<file path="src/rtl/traffic_phase_scheduler_if.sv">
// Bundle between the sensor front end / lamp drivers and traffic_phase_scheduler.
// The master drives the tick strobe, vehicle sensors and emergency requests and
// observes the lamps. The slave is the scheduler itself.
interface traffic_phase_scheduler_if;
   logic       tick;
   logic [8:1] sensors;
   logic [4:1] emerg_req;
   logic [4:1] green;
   logic [4:1] yellow;
   logic       all_red;
   logic       phase_start;

   modport master (
      output tick, sensors, emerg_req,
      input  green, yellow, all_red, phase_start
   );

   modport slave (
      input  tick, sensors, emerg_req,
      output green, yellow, all_red, phase_start
   );
endinterface

</file>
<file path="src/rtl/traffic_phase_scheduler.sv">
// Four-approach traffic phase scheduler: GREEN -> YELLOW -> ALL_RED -> GREEN.
// Green is handed round-robin to approaches with vehicle demand. The green
// dwell is long when both sensors of the granted approach are active.
// All intervals count tick strobes, not clock cycles.
// Optional build macro EMERGENCY_PREEMPT_EN enables emergency-vehicle
// preemption. Without it, emerg_req is ignored.
module traffic_phase_scheduler #(
   parameter int GREEN_SHORT = 30,
   parameter int GREEN_LONG  = 60,
   parameter int YELLOW_T    = 4,
   parameter int ALL_RED_T   = 2,
   parameter int CW          = 7
) (
   input logic                     clk,
   input logic                     rst,
   traffic_phase_scheduler_if.slave bus
);

   typedef enum logic [1:0] {
      GREEN   = 2'd0,
      YELLOW  = 2'd1,
      ALL_RED = 2'd2
   } state_t;

   localparam logic [CW-1:0] T_ONE     = CW'(1);
   localparam logic [CW-1:0] T_SHORT   = CW'(GREEN_SHORT);
   localparam logic [CW-1:0] T_LONG    = CW'(GREEN_LONG);
   localparam logic [CW-1:0] T_YELLOW  = CW'(YELLOW_T);
   localparam logic [CW-1:0] T_ALL_RED = CW'(ALL_RED_T);

   // Saturating down-count: the timer stops at 1 and never wraps.
   function automatic logic [CW-1:0] dec_sat(input logic [CW-1:0] t);
      return (t > T_ONE) ? t - T_ONE : T_ONE;
   endfunction

   // Approach index (0..3 for approaches 1..4) to one-hot lamp vector.
   function automatic logic [3:0] onehot(input logic [1:0] idx);
      return 4'b0001 << idx;
   endfunction

   state_t        state_q, state_d;
   logic [1:0]    ptr_q, ptr_d;
   logic [CW-1:0] timer_q, timer_d;
   logic          ps_d;

   logic [3:0]    green_q, yellow_q;
   logic          all_red_q, phase_start_q;

   logic [7:0]    sens;
   logic [3:0]    dem, heavy;
   logic          other_dem;
   logic          expire;

   logic          emerg_act;
   logic [1:0]    emerg_idx;
   logic          emerg_serving;

   logic [1:0]    nxt;
   logic [1:0]    cand;
   logic          found;

   // Approach k (index k-1) owns sensor bits 2k-1 and 2k.
   assign sens  = bus.sensors;
   assign dem   = {sens[7] | sens[6], sens[5] | sens[4], sens[3] | sens[2], sens[1] | sens[0]};
   assign heavy = {sens[7] & sens[6], sens[5] & sens[4], sens[3] & sens[2], sens[1] & sens[0]};

   assign other_dem = |(dem & ~onehot(ptr_q));
   assign expire    = bus.tick && (timer_q <= T_ONE);

`ifdef EMERGENCY_PREEMPT_EN
   logic [3:0] emerg;
   assign emerg = bus.emerg_req;

   // Lowest-indexed request is the active emergency. The green approach keeps
   // its grant while its own request stays high, even if a lower one appears.
   always_comb begin
      emerg_act = |emerg;
      emerg_idx = 2'd0;
      if (emerg[0])      emerg_idx = 2'd0;
      else if (emerg[1]) emerg_idx = 2'd1;
      else if (emerg[2]) emerg_idx = 2'd2;
      else if (emerg[3]) emerg_idx = 2'd3;
      emerg_serving = emerg[ptr_q];
   end
`else
   logic unused_emerg;
   assign unused_emerg  = ^bus.emerg_req;
   assign emerg_act     = 1'b0;
   assign emerg_idx     = 2'd0;
   assign emerg_serving = 1'b0;
`endif

   // Next green owner: emergency first, else first demand after ptr, else ptr+1.
   always_comb begin
      nxt   = ptr_q + 2'd1;
      cand  = ptr_q;
      found = 1'b0;
      for (int k = 1; k <= 4; k++) begin
         cand = ptr_q + 2'(k);
         if (!found && dem[cand]) begin
            nxt   = cand;
            found = 1'b1;
         end
      end
      if (emerg_act) nxt = emerg_idx;
   end

   // Next-state logic for the phase FSM, grant pointer and interval timer.
   always_comb begin
      state_d = state_q;
      ptr_d   = ptr_q;
      timer_d = timer_q;
      ps_d    = 1'b0;
      case (state_q)
         GREEN: begin
            if (emerg_serving) begin
               if (bus.tick) timer_d = dec_sat(timer_q);
            end else if (emerg_act) begin
               state_d = YELLOW;
               timer_d = T_YELLOW;
            end else if (expire) begin
               if (other_dem) begin
                  state_d = YELLOW;
                  timer_d = T_YELLOW;
               end
            end else if (bus.tick) begin
               timer_d = dec_sat(timer_q);
            end
         end
         YELLOW: begin
            if (expire) begin
               state_d = ALL_RED;
               timer_d = T_ALL_RED;
            end else if (bus.tick) begin
               timer_d = dec_sat(timer_q);
            end
         end
         ALL_RED: begin
            if (expire) begin
               state_d = GREEN;
               ptr_d   = nxt;
               timer_d = heavy[nxt] ? T_LONG : T_SHORT;
               ps_d    = 1'b1;
            end else if (bus.tick) begin
               timer_d = dec_sat(timer_q);
            end
         end
         default: begin
            state_d = ALL_RED;
            timer_d = T_ALL_RED;
         end
      endcase
   end

   // State, pointer, timer and registered lamp outputs, all on the same edge.
   always_ff @(posedge clk or posedge rst) begin
      if (rst) begin
         state_q       <= ALL_RED;
         ptr_q         <= 2'd3;
         timer_q       <= T_ALL_RED;
         green_q       <= 4'b0000;
         yellow_q      <= 4'b0000;
         all_red_q     <= 1'b1;
         phase_start_q <= 1'b0;
      end else begin
         state_q       <= state_d;
         ptr_q         <= ptr_d;
         timer_q       <= timer_d;
         green_q       <= (state_d == GREEN)  ? onehot(ptr_d) : 4'b0000;
         yellow_q      <= (state_d == YELLOW) ? onehot(ptr_d) : 4'b0000;
         all_red_q     <= (state_d == ALL_RED);
         phase_start_q <= ps_d;
      end
   end

   assign bus.green       = green_q;
   assign bus.yellow      = yellow_q;
   assign bus.all_red     = all_red_q;
   assign bus.phase_start = phase_start_q;

endmodule

</file>
<file path="src/flat_wrapper.sv">
// flat-port wrapper written by rule: the top's interface ports become plain ports
module traffic_phase_scheduler_flat 
#(
   parameter int GREEN_SHORT = 30,
   parameter int GREEN_LONG  = 60,
   parameter int YELLOW_T    = 4,
   parameter int ALL_RED_T   = 2,
   parameter int CW          = 7
)
  (clk, rst, bus_tick, bus_sensors, bus_emerg_req, bus_green, bus_yellow, bus_all_red, bus_phase_start);
  traffic_phase_scheduler_if bus_i ();
  input logic clk;
  input logic rst;
  input wire logic [$bits(bus_i.tick)-1:0] bus_tick;
  input wire logic [$bits(bus_i.sensors)-1:0] bus_sensors;
  input wire logic [$bits(bus_i.emerg_req)-1:0] bus_emerg_req;
  output wire logic [$bits(bus_i.green)-1:0] bus_green;
  output wire logic [$bits(bus_i.yellow)-1:0] bus_yellow;
  output wire logic [$bits(bus_i.all_red)-1:0] bus_all_red;
  output wire logic [$bits(bus_i.phase_start)-1:0] bus_phase_start;
  assign bus_i.tick = bus_tick;
  assign bus_i.sensors = bus_sensors;
  assign bus_i.emerg_req = bus_emerg_req;
  assign bus_green = bus_i.green;
  assign bus_yellow = bus_i.yellow;
  assign bus_all_red = bus_i.all_red;
  assign bus_phase_start = bus_i.phase_start;
  traffic_phase_scheduler #(.GREEN_SHORT(GREEN_SHORT), .GREEN_LONG(GREEN_LONG), .YELLOW_T(YELLOW_T), .ALL_RED_T(ALL_RED_T), .CW(CW)) u_core (.clk(clk), .rst(rst), .bus(bus_i));
endmodule
</file>
<file path="config.mk">
export PLATFORM = sky130hd
export DESIGN_NAME = traffic_phase_scheduler_flat
export DESIGN_NICKNAME = d
export VERILOG_FILES = /design/src/rtl/traffic_phase_scheduler_if.sv /design/src/rtl/traffic_phase_scheduler.sv /design/src/flat_wrapper.sv
export SDC_FILE = /design/constraint.sdc
export NUM_CORES = 1
export LEC_CHECK = 0
export BUFFER_PORTS_ARGS = -buffer_cell sky130_fd_sc_hd__clkbuf_2
export CAP_MARGIN = 15
export CORE_AREA = 2 2 61 68
export CTS_BUF_LIST = sky130_fd_sc_hd__clkbuf_4 sky130_fd_sc_hd__clkbuf_8 sky130_fd_sc_hd__clkbuf_16
export DETAILED_ROUTE_END_ITERATION = 8
export DIE_AREA = 0 0 63 70
export REMOVE_ABC_BUFFERS = 1
export SYNTH_ARGS = -nofsm -noshare
export SYNTH_HDL_FRONTEND = slang
export SYNTH_SLANG_ARGS = --single-unit
</file>
<file path="constraint.sdc">
create_clock -name clk -period 6.2 [get_ports clk]
set_input_delay 1.24 -clock clk [delete_from_list [all_inputs] [get_ports clk]]
set_output_delay 1.24 -clock clk [all_outputs]
set_load 0.05 [all_outputs]
</file>
==> results.txt, run 1 <==
- The flow ran to the end, and the final reports show no timing, DRC or antenna violations.
- Leading area contributor after synthesis: sky130_fd_sc_hd__dfrtp_1
- Based on the critical path, the design can be clocked at up to between 0.3 and 0.4 GHz.
* Die outline width: 63 um
- The share of the Yosys chip area taken by registers is between 30% and 40%.
* Via count normalized by instance count: 5.163
- The share of synthesized area in the top cell type comes to 30.92%.
- Wires add up to 2753 um.
* Number of unique standard cell types used by synthesis: 49
- Adding up every negative setup slack in the final design gives 0 ns.
* H-Tree Level Count: 1
- Post-placement cell area: 1445 um2
- The analysis attributes to cell leakage a power of just over 0.0007 uW.
- Standard-cell rows: 24
* Final-report hold violation count: 0
- In the final design database the tool counted around 180 nets.
- The worst setup path is launched from a primary input.
- VDD IR max: 0.0001705 V
- The synthesized netlist occupies a cell area of 1295 um2.
* Internal reg-to-reg setup slack: 3.47 ns
* Mean routed wirelength per cell: 13.17 um
- Instance count along the most critical hold path: 2
- For this block, the via count after detailed routing is 1079.
* EDFF count, synth: 0
- The worst hold path terminates at u_core.bus.yellow[4]$_DFF_PP0_.
- Final slew viol count: 0
* Cell count after synthesis: 136
- Total global routing overflow: 0
- Number of antenna violations at the first check in global routing: 0
- Gates resized during post-CTS repair numbered 0.
- Routability-driven placement finished with a final weighted congestion of 0.8557.
- Global-route wire length before repair: 4940 um
- For this design the ratio of total power to cell area is 442.1 nW/um2.
- Final setup violation count: 0
- Antenna-violating nets left: 0
- The Yosys step of the flow raised 0 warnings.
* Register-to-Register Path Depth: 7
- After layout, the minimum clock period comes to between 3 and 4 ns.
- Across the run, the number of max-cap violations was 0.
- Clock-pin slew was measured on the worst setup and hold paths at around 0.080 ns.
* Aggregate global-route resource usage: 13.52%
- The clock drives 20 sinks.
* Buffers inserted during post-CTS setup optimization: 0
- No sink is reached through more buffers than the 2 on the longest clock path.
- Required time reported for the critical path endpoint: 6.35 ns
- Number of detailed-routing iterations run before antenna repair: 4
- Count of filler cells inserted in the layout: 393
- Path class of the lowest-slack min-delay path: reg -> reg
- Count of hold buffers inserted by post-cts repair: 0
* Initial DRC count: 56
- Top area cells in the synthesized netlist: sky130_fd_sc_hd__dfrtp_1, sky130_fd_sc_hd__dfstp_2, sky130_fd_sc_hd__ha_1
- Startpoint of the most critical hold path: u_core.ptr_q[1]$_DFF_PP1_
* Post-synthesis async set-or-reset flop share: between 90% and 100%
* Floorplan Core Area: 3814 um2
* Setup repair after global routing missed its margin: false
- Full die area: 4410 um2
* Setup crit end kind: flop
* Diode count: 0
* Headroom to the max-slew limit: 36.61%
- The wire-length estimate of the detail-placed layout is between 2000 and 2500 um.
- TritonCTS clock tree: done
- Starting utilization of the core area: 33.96%
- FF-to-FF Start: u_core.ptr_q[0]$_DFF_PP1_
- Worst r2r dst: u_core.bus.green[4]$_DFF_PP0_
- The via count of the first global-routing pass is between 1000 and 1500.
- Final instance area: roughly 1500 um2
- Synthesis inferred 20 register bits.
- At the pin with the least slew margin, the transition time is 0.9499 ns.
* Clock Skew: between 0.002 and 0.0025 ns
- Entering global routing, the biggest net connects 21 pins.
* CP Data Arrival Time: 3.15 ns
- Primary flip-flop cell chosen by synthesis mapping: sky130_fd_sc_hd__dfrtp_1
* Area added between synthesis and finish: 17.10%
- Proportion of layout cells with a drive suffix above 1: 26.11%
- After layout, the worst path uses 48.44% of the clock period.
* Port buffer count: 20
* Number of buffers inserted during clock tree synthesis: 3
- Number of remaining DRC errors: 0
* Worst Path Class, Setup: in -> reg
- Crit Path Max Fanout: 5
- The die is roughly 70 um tall.
- The cell sitting at the root of the clock tree is a sky130_fd_sc_hd__clkbuf_8.
- Clock network latency to the later pin of the worst-skew pair: 0.25 ns
- Synth Area per Inst: 9.522 um2
* I/O Pins: 25
==> final cells by class <==
cell class,instances,area (um2),share of cell area [%]
Timing Repair Buffer,20,100.1,6.601
Multi-Input combinational cell,103,737.0,48.60
Tap cell,52,65.06,4.290
Clock buffer,3,41.29,2.723
Inverter,10,37.54,2.475
Sequential cell,20,505.5,33.33
Clock inverter,1,30.03,1.980
==> cell usage in the layout (no fill, tap or decap), drive strengths merged, types with 2 or more instances in the layout <==
| master | count |
|---|---|
| or2 | 5 |
| clkbuf | 23 |
| mux4 | 2 |
| dfrtp | 16 |
| o21ai | 5 |
| mux2 | 2 |
| a31oi | 3 |
| a2111oi | 2 |
| nand2 | 11 |
| inv | 10 |
| dfstp | 4 |
| nor2 | 16 |
| xnor2 | 4 |
| o22ai | 3 |
| ha | 6 |
| and3 | 4 |
| mux2i | 4 |
| a21oi | 3 |
| a22oi | 2 |
| and2 | 3 |
| a211oi | 2 |
| nor4 | 2 |
| nor3 | 5 |
==> critical path, cell delays in order <==
cell and delay, ns:
sky130_fd_sc_hd__clkbuf_2 0.12, sky130_fd_sc_hd__or2_0 0.26, sky130_fd_sc_hd__mux4_2 0.49, sky130_fd_sc_hd__a221oi_2 0.31
sky130_fd_sc_hd__nand2_1 0.14, sky130_fd_sc_hd__xnor2_2 0.28, sky130_fd_sc_hd__inv_2 0.10, sky130_fd_sc_hd__and3_1 0.19
==> how the worst max path moves through the flow <==
stage                   startpoint                             end
floorplan           bus_sensors[2]   u_core.timer_q[5]$_DFFE_PP0P_
global placement    bus_sensors[6]  u_core.bus.yellow[2]$_DFF_PP0_
detailed placement  bus_sensors[2]   u_core.bus.green[4]$_DFF_PP0_
CTS                 bus_sensors[2]   u_core.bus.green[4]$_DFF_PP0_
global route              bus_tick  u_core.bus.yellow[2]$_DFF_PP0_
finish              bus_sensors[6]  u_core.bus.yellow[2]$_DFF_PP0_
==> Yosys cell counts, types with 2 or more instances <==
cell type                    n
sky130_fd_sc_hd__or2_2       2
sky130_fd_sc_hd__mux2i_1     4
sky130_fd_sc_hd__inv_2       2
sky130_fd_sc_hd__ha_1        6
sky130_fd_sc_hd__inv_1       8
sky130_fd_sc_hd__o22ai_1     3
sky130_fd_sc_hd__a21oi_1     3
sky130_fd_sc_hd__or2_0       2
sky130_fd_sc_hd__and2_1      3
sky130_fd_sc_hd__a31oi_1     3
sky130_fd_sc_hd__nor2_1     16
sky130_fd_sc_hd__xnor2_1     3
sky130_fd_sc_hd__dfrtp_1    16
sky130_fd_sc_hd__dfstp_2     4
sky130_fd_sc_hd__a211oi_1    2
sky130_fd_sc_hd__nor4_1      2
sky130_fd_sc_hd__and3_1      4
sky130_fd_sc_hd__a2111oi_0   2
sky130_fd_sc_hd__clkbuf_1    2
sky130_fd_sc_hd__mux4_2      2
sky130_fd_sc_hd__nand2_1    11
sky130_fd_sc_hd__a22oi_1     2
sky130_fd_sc_hd__o21ai_0     5
sky130_fd_sc_hd__nor3_1      4
==> routing by layer <==
layer | wire [um] | global-route usage (%) | up-vias | share of wire, %
li1 | - | - | 539 | -
met1 | 1269 | 17.52 | 523 | 46
met2 | 1391 | 22.70 | 15 | 51
met3 | 66 | 2.093 | 2 | 2.4
met4 | 27 | 4.938 | 0 | 0.98
met5 | 0 | 0 | - | 0
==> power by group <==
part	total, uW	leakage, uW	internal [uW]	switching, uW
combinational	307	0.000423	121	187
clock	130	0.0000357	86.1	43.7
sequential	233	0.000251	182	51.6
total	670	0.000709	388	282
==> stage by stage <==
step	worst slack, ns	hold WS, ns	util [%]	total power, uW	std cells
finish	3.197	0.5450	39.76	670.4	209
global route	3.016	0.5804	39.76	717.0	209
CTS	3.199	0.5434	39.76	673.0	209
detailed placement	2.928	0.5325	37.89	542.8	205
global placement	2.969	0.5266	37.89	531.2	205
floorplan	3.142	0.5084	-	470.1	133
==> logic make-up after synthesis <==
kind of cell | Yosys count | share of synthesized area, %
buf+inv | 13 | 4.059
fa+ha+maj | 6 | 5.797
mux | 8 | 8.599
xor+xnor | 5 | 3.962
compound gates | 31 | 17.58
simple gates | 53 | 20.97
flops | 20 | 39.03
==> flip-flops by register name, summed over array words and instances (netlist names) <==
register,count
u_core.bus.green,4
u_core.state_q,1
u_core.bus.all_red,1
u_core.timer_q,7
u_core.bus.phase_start,1
u_core.bus.yellow,4
u_core.ptr_q,2
(Power assumes the default switching activity.)
==> run 2: changes to the inputs <==
Clock period 6.2 ns to 2.8 ns, I/O delays scaled along.
==> results.txt, run 2 (synthesis results as in run 1) <==
- Port buffer count: 20
- Post-cts sizing count: 0
- Across the run, the number of max-cap violations was 0.
* Leakage: 0.0007303 uW
- CTS Root Buffer Type: sky130_fd_sc_hd__clkbuf_8
- Outcome: finished, final reports clean
- At the worst endpoint, the required time is 2.94 ns.
- Biggest register: u_core.timer_q
- Once the floorplan was initialized, standard cells occupied 33.96% of the core.
- TritonCTS clock tree: done
* Pre-CTS setup slack: 0.1887 ns
- Post-Route WL: 2860 um
- Total via count in the routed design: roughly 1100
* Proportion of layout cells with a drive suffix above 1: roughly 28%
- The final critical path takes up 89.29% of the cycle.
- Setup violations remaining at the end of the flow were counted as 0.
* Register clock-pin slew on the reported worst setup and hold paths: 0.08 ns
- Diode count: 0
* Clock Skew: ~0.0018 ns
- Across the whole layout, storage elements account for ~510 um2.
- Maximum buffer depth of the clock tree: 2
- Worst Path Class, Setup: reg -> reg
* CP Data Arrival Time: around 2.6 ns
- Setup repair after global routing missed its margin: false
- VDD IR max: 0.0002904 V
- The initialized floorplan defines 24 standard-cell rows.
* Antenna-violating nets left: 0
- Areal power density over the cells: 970.4 nW/um2
* Maximum number of pins on one net before global-route repair: 21
* Total global routing overflow: 0
- Headroom to the max-slew limit: 50.28%
* Measured slew at the worst slew-check pin: about 0.74 ns
* Minimum setup slack in the final design: roughly 0.3 ns
- Number of remaining DRC errors: 0
- Via count of the first global-routing pass: 1224
- Clock sink total: 20
- H-Tree Level Count: 1
- The initial antenna violation count is 0.
* Clock network latency to the later pin of the worst-skew pair: between 0.2 and 0.3 ns
- The floorplan step set the die height to 70 um.
* Footprint of the multi-input gates: 737.0 um2
- Via count normalized by instance count: 5.028
* Final Wtd Congestion: 0.8624
- Final slew viol count: 0
- Commonest non-fill, non-tap cell in the layout: sky130_fd_sc_hd__clkbuf_2
* Max FFs per register: 7
- Minimum period implied by the final worst setup slack: 2.500 ns
- Aggregate global-route resource usage: between 10 and 15%
- Number of detailed-routing iterations run before antenna repair: 4
- Number of buffers inserted during clock tree synthesis: 3
* Area added between synthesis and finish: 20.00%
- Maximum frequency from static timing analysis: 0.4000 GHz
* Floorplan Core Area: 3814 um2
- Count of filler cells inserted in the layout: 391
- STA classifies the critical path startpoint as a flop.
- The first global-routing pass estimated about 5100 um of wire.
- In this run the count of I/O pins placed on the die edge is 25.
* DPL Wire Length: 2246 um
* Final-report hold violation count: 0
- After detailed routing, the average wire length per cell comes to between 10 and 15 um.
* Setup crit end kind: flop
* Buffers inserted during post-CTS setup optimization: 0
- In this run, the number of DRC markers left after iteration 0 of detailed routing was 19.
- Die outline width: 63 um
* Commonest cells after routing, fill and taps aside: sky130_fd_sc_hd__clkbuf_2, sky130_fd_sc_hd__nor2_1, sky130_fd_sc_hd__dfrtp_1, sky130_fd_sc_hd__nand2_1, sky130_fd_sc_hd__inv_1
* Nets@finish: ~180
- Path class of the lowest-slack min-delay path: in -> async
* Count of hold buffers inserted by post-cts repair: 0
- Setup TNS: 0 ns
- The floorplan step defined a die boundary enclosing around 4400 um2.
- Crit Path Max Fanout: 6
-- run 2: changes by cell type in the layout (fill, tap and decap cells not counted), sizes merged --
cell | before | now
buf | 0 | 5
-- run 2: final timing paths --
check	startpoint	endpoint	slack (ns)	depth (start not counted)
min in group clk	u_core.ptr_q[1]$_DFF_PP1_	u_core.bus.yellow[3]$_DFF_PP0_	0.54	2
max in group asynchronous	rst	u_core.bus.phase_start$_DFF_PP0_	1.93	2
worst min-delay path	rst	u_core.bus.green[3]$_DFF_PP0_	0.41	2
worst max register to register	u_core.ptr_q[1]$_DFF_PP1_	u_core.timer_q[5]$_DFFE_PP0P_	0.30	7
worst max-delay path	u_core.ptr_q[1]$_DFF_PP1_	u_core.timer_q[5]$_DFFE_PP0P_	0.30	7
worst min register to register	u_core.ptr_q[1]$_DFF_PP1_	u_core.bus.yellow[3]$_DFF_PP0_	0.54	2
-- run 2: layer usage --
metal,routed length [um],GRT usage [%],vias to the layer above
met5,0,0,-
met4,27,5.185,0
met2,1480,27.07,15
li1,-,-,544
met1,1286,15.56,515
met3,65,1.932,2
-- run 2: metrics by stage --
stage          hold slack (ns)  util [%]  std cells  total power [uW]  instance area (um2)
5_1_grt                 0.4686     40.75        214              1625                 1554
6_report                0.4063     40.75        214              1508                 1554
3_3_place_gp            0.5344     38.88        210              1204                 1483
4_1_cts                 0.4356     40.75        214              1516                 1554
3_5_place_dp            0.5337     38.88        210              1225                 1483
2_1_floorplan           0.5084         -        133              1041                 1280
-- run 2: area by class of cell --
cell class                 instances  area share (%)
multi-input combinational        103           47.42
sequential                        20           32.53
timing repair buffer              25           8.857
tap                               52           4.187
clock buffer                       3           2.657
inverter                          10           2.415
clock inverter                     1           1.932
-- run 2: where the power goes --
group / internal [uW] / switching (uW) / total (uW)
clock network: 191 / 95.4 / 286
logic: 286 / 434 / 721
registers: 401 / 100 / 501
-- run 2: critical path: stages (launching register included) --
cell and delay [ns]:
sky130_fd_sc_hd__dfstp_2 0.58, sky130_fd_sc_hd__inv_1 0.12, sky130_fd_sc_hd__ha_1 0.36, sky130_fd_sc_hd__mux4_2 0.32, sky130_fd_sc_hd__a221oi_2 0.30, sky130_fd_sc_hd__xnor2_1 0.18
sky130_fd_sc_hd__mux2_4 0.33, sky130_fd_sc_hd__a32o_1 0.21
==> run 3: changes to the inputs <==
Settings changed: CELL_PAD_IN_SITES_DETAIL_PLACEMENT set to 0, CELL_PAD_IN_SITES_GLOBAL_PLACEMENT set to 1, PLACE_DENSITY_LB_ADDON set to 0.1, REMOVE_ABC_BUFFERS 1 to not set.
==> results.txt, run 3 (synthesis results as in run 1) <==
- Area added between synthesis and finish: 19.42%
- Total global routing overflow: 0
* CTS Root Buffer Type: sky130_fd_sc_hd__clkbuf_8
* Leakage: 0.0007239 uW
- The initial antenna violation count came to 0.
* Buffers inserted during post-CTS setup optimization: 0
* Final-report hold violation count: 0
- Biggest register: u_core.timer_q
- Headroom to the max-slew limit: 51.09%
* Global-route wire length before repair: 5030 um
* H-Tree Level Count: 1
* Via count of the first global-routing pass: 1118
- At the pin with the least slew margin, the transition time is 0.7329 ns.
- Clock tree synthesis inserted a total of 3 buffers.
- Nets@finish: approximately 180
- Aggregate global-route resource usage: between 10% and 20%
* VDD IR max: 0.0002621 V
- Number of remaining DRC errors: 0
- The number of nets in the synthesized netlist is 157.
- Outcome: finished, final reports clean
* DPL Wire Length: 2292 um
* Maximum buffer depth of the clock tree: 2
* Category of cells accounting for the largest share of critical-path delay: multiplexers
- The floorplan has 24 rows.
- Floorplan Core Area: ~3800 um2
- After detailed routing, the average wire length per cell comes to 13.73 um.
- At the worst endpoint, the required time is roughly 3.0 ns.
- Utilization after layout: 40.55%
- Final Wtd Congestion: 0.7655
* I/O Pins: 25
- For this block, the initial DRC count from the detailed router was 19.
- Summed over all layers, the routed wires come to 2910 um.
- Die outline width: 63 um
- The library cell used most frequently in the layout, excluding fill and tap cells, is sky130_fd_sc_hd__clkbuf_2.
* Final setup violation count: 0
* TritonCTS clock tree: done
* Maximum single-stage delay on the critical path: 0.58 ns
* Setup repair after global routing missed its margin: false
* Worst Path Class, Setup: reg -> reg
- Clock sink total: 20
* Total via count in the routed design: about 1100
* Minimum period implied by the final worst setup slack: 2.524 ns
- Timing would allow up to between 0.3 and 0.4 GHz.
* Commonest cells after routing, fill and taps aside: sky130_fd_sc_hd__clkbuf_2, sky130_fd_sc_hd__nor2_1, sky130_fd_sc_hd__dfrtp_1, sky130_fd_sc_hd__nand2_1, sky130_fd_sc_hd__inv_1
* Starting utilization of the core area: 33.96%
* Setup crit end kind: flop
- Setup TNS: 0 ns
- Entering global routing, the biggest net connects 21 pins.
* Post-cts sizing count: 0
* Sort of element at the start of the critical path: flop
* Clock Skew: around 0.0056 ns
* CP Data Arrival Time: 2.67 ns
* Clock network latency to the later pin of the worst-skew pair: between 0.2 and 0.3 ns
* Crit Path Max Fanout: 6
- Cells along the critical path: inv_1 > ha_1 > mux4_2 > a221oi_2 > xnor2_1 > mux2_4 > a32o_1
- Count of hold buffers inserted by post-cts repair: 0
- Diode count: 0
* Vertical extent of the die: ~70 um
* Port buffer count: 20
- The largest individual stage delay along the critical path comes from the cell sky130_fd_sc_hd__dfstp_2.
* Number of buffer and inverter stages on the critical path: 1
* Final slew viol count: 0
- In the routed layout, each cell is associated on average with a via count of around 5.1.
- In this run the remaining antenna-violating nets after routing total 0.
* Register clock-pin slew on the reported worst setup and hold paths: 0.08 ns
* Proportion of layout cells with a drive suffix above 1: 28.13%
- In this run the worst hold path is classified as in -> async.
- The register with the most flip-flops in the layout has 7 of them.
* Number of detailed-routing iterations run before antenna repair: 4
- Count of max-cap constraint violations: 0
- In this run the power density over the cells is 979.1 nW/um2.
- The floorplan step defined a die boundary enclosing 4410 um2.
* Post-route clock period utilization: 90.15%
-- run 3: final timing paths --
check | startpoint | end | slack [ns] | cells after the start
worst max-delay path | u_core.ptr_q[1]$_DFF_PP1_ | u_core.timer_q[5]$_DFFE_PP0P_ | 0.28 | 7
worst min-delay path | rst | u_core.bus.yellow[4]$_DFF_PP0_ | 0.40 | 2
worst max register to register | u_core.ptr_q[1]$_DFF_PP1_ | u_core.timer_q[5]$_DFFE_PP0P_ | 0.28 | 7
worst min register to register | u_core.ptr_q[1]$_DFF_PP1_ | u_core.bus.yellow[3]$_DFF_PP0_ | 0.54 | 2
max in group asynchronous | rst | u_core.timer_q[2]$_DFFE_PP0P_ | 1.94 | 2
min in group clk | u_core.ptr_q[1]$_DFF_PP1_ | u_core.bus.yellow[3]$_DFF_PP0_ | 0.54 | 2
-- run 3: routing by layer --
metal | part of all wire (%) | wire, um | global-route usage [%]
met3 | 2.3 | 67 | 1.771
met2 | 50 | 1467 | 25.77
met4 | 2.2 | 64 | 6.914
met5 | 0 | 0 | 0
met1 | 45 | 1311 | 16.79
-- run 3: layout make-up --
type,count,area [um2]
Inverter,10,37.54
Clock inverter,1,30.03
Tap cell,52,65.06
Timing Repair Buffer,23,122.6
Clock buffer,3,41.29
Sequential cell,20,505.5
Fill cell,396,2267
Multi-Input combinational cell,103,744.5
-- run 3: worst reg2reg max path: stages (launching register included) --
cell                       delay [ns]
sky130_fd_sc_hd__dfstp_2         0.58
sky130_fd_sc_hd__inv_1           0.12
sky130_fd_sc_hd__ha_1            0.36
sky130_fd_sc_hd__mux4_2          0.32
sky130_fd_sc_hd__a221oi_2        0.30
sky130_fd_sc_hd__xnor2_1         0.21
sky130_fd_sc_hd__mux2_4          0.34
sky130_fd_sc_hd__a32o_1          0.20
-- run 3: power breakdown --
group / switching, uW / internal (uW)
combinational: 444 / 287
clock: 95.5 / 191
sequential: 95.6 / 401
total: 635 / 879
-- run 3: metrics by stage --
step           cells  hold WS (ns)  setup slack, ns  cell area, um2  power, uW
6_report         212        0.3984           0.2758            1546       1514
5_1_grt          212        0.4856           0.1586            1546       1635
4_1_cts          212        0.4308           0.1427            1539       1519
3_5_place_dp     208        0.5331           0.1613            1468       1225
3_3_place_gp     208        0.5358           0.1646            1468       1217
2_1_floorplan    136        0.4523           0.3656            1295       1054
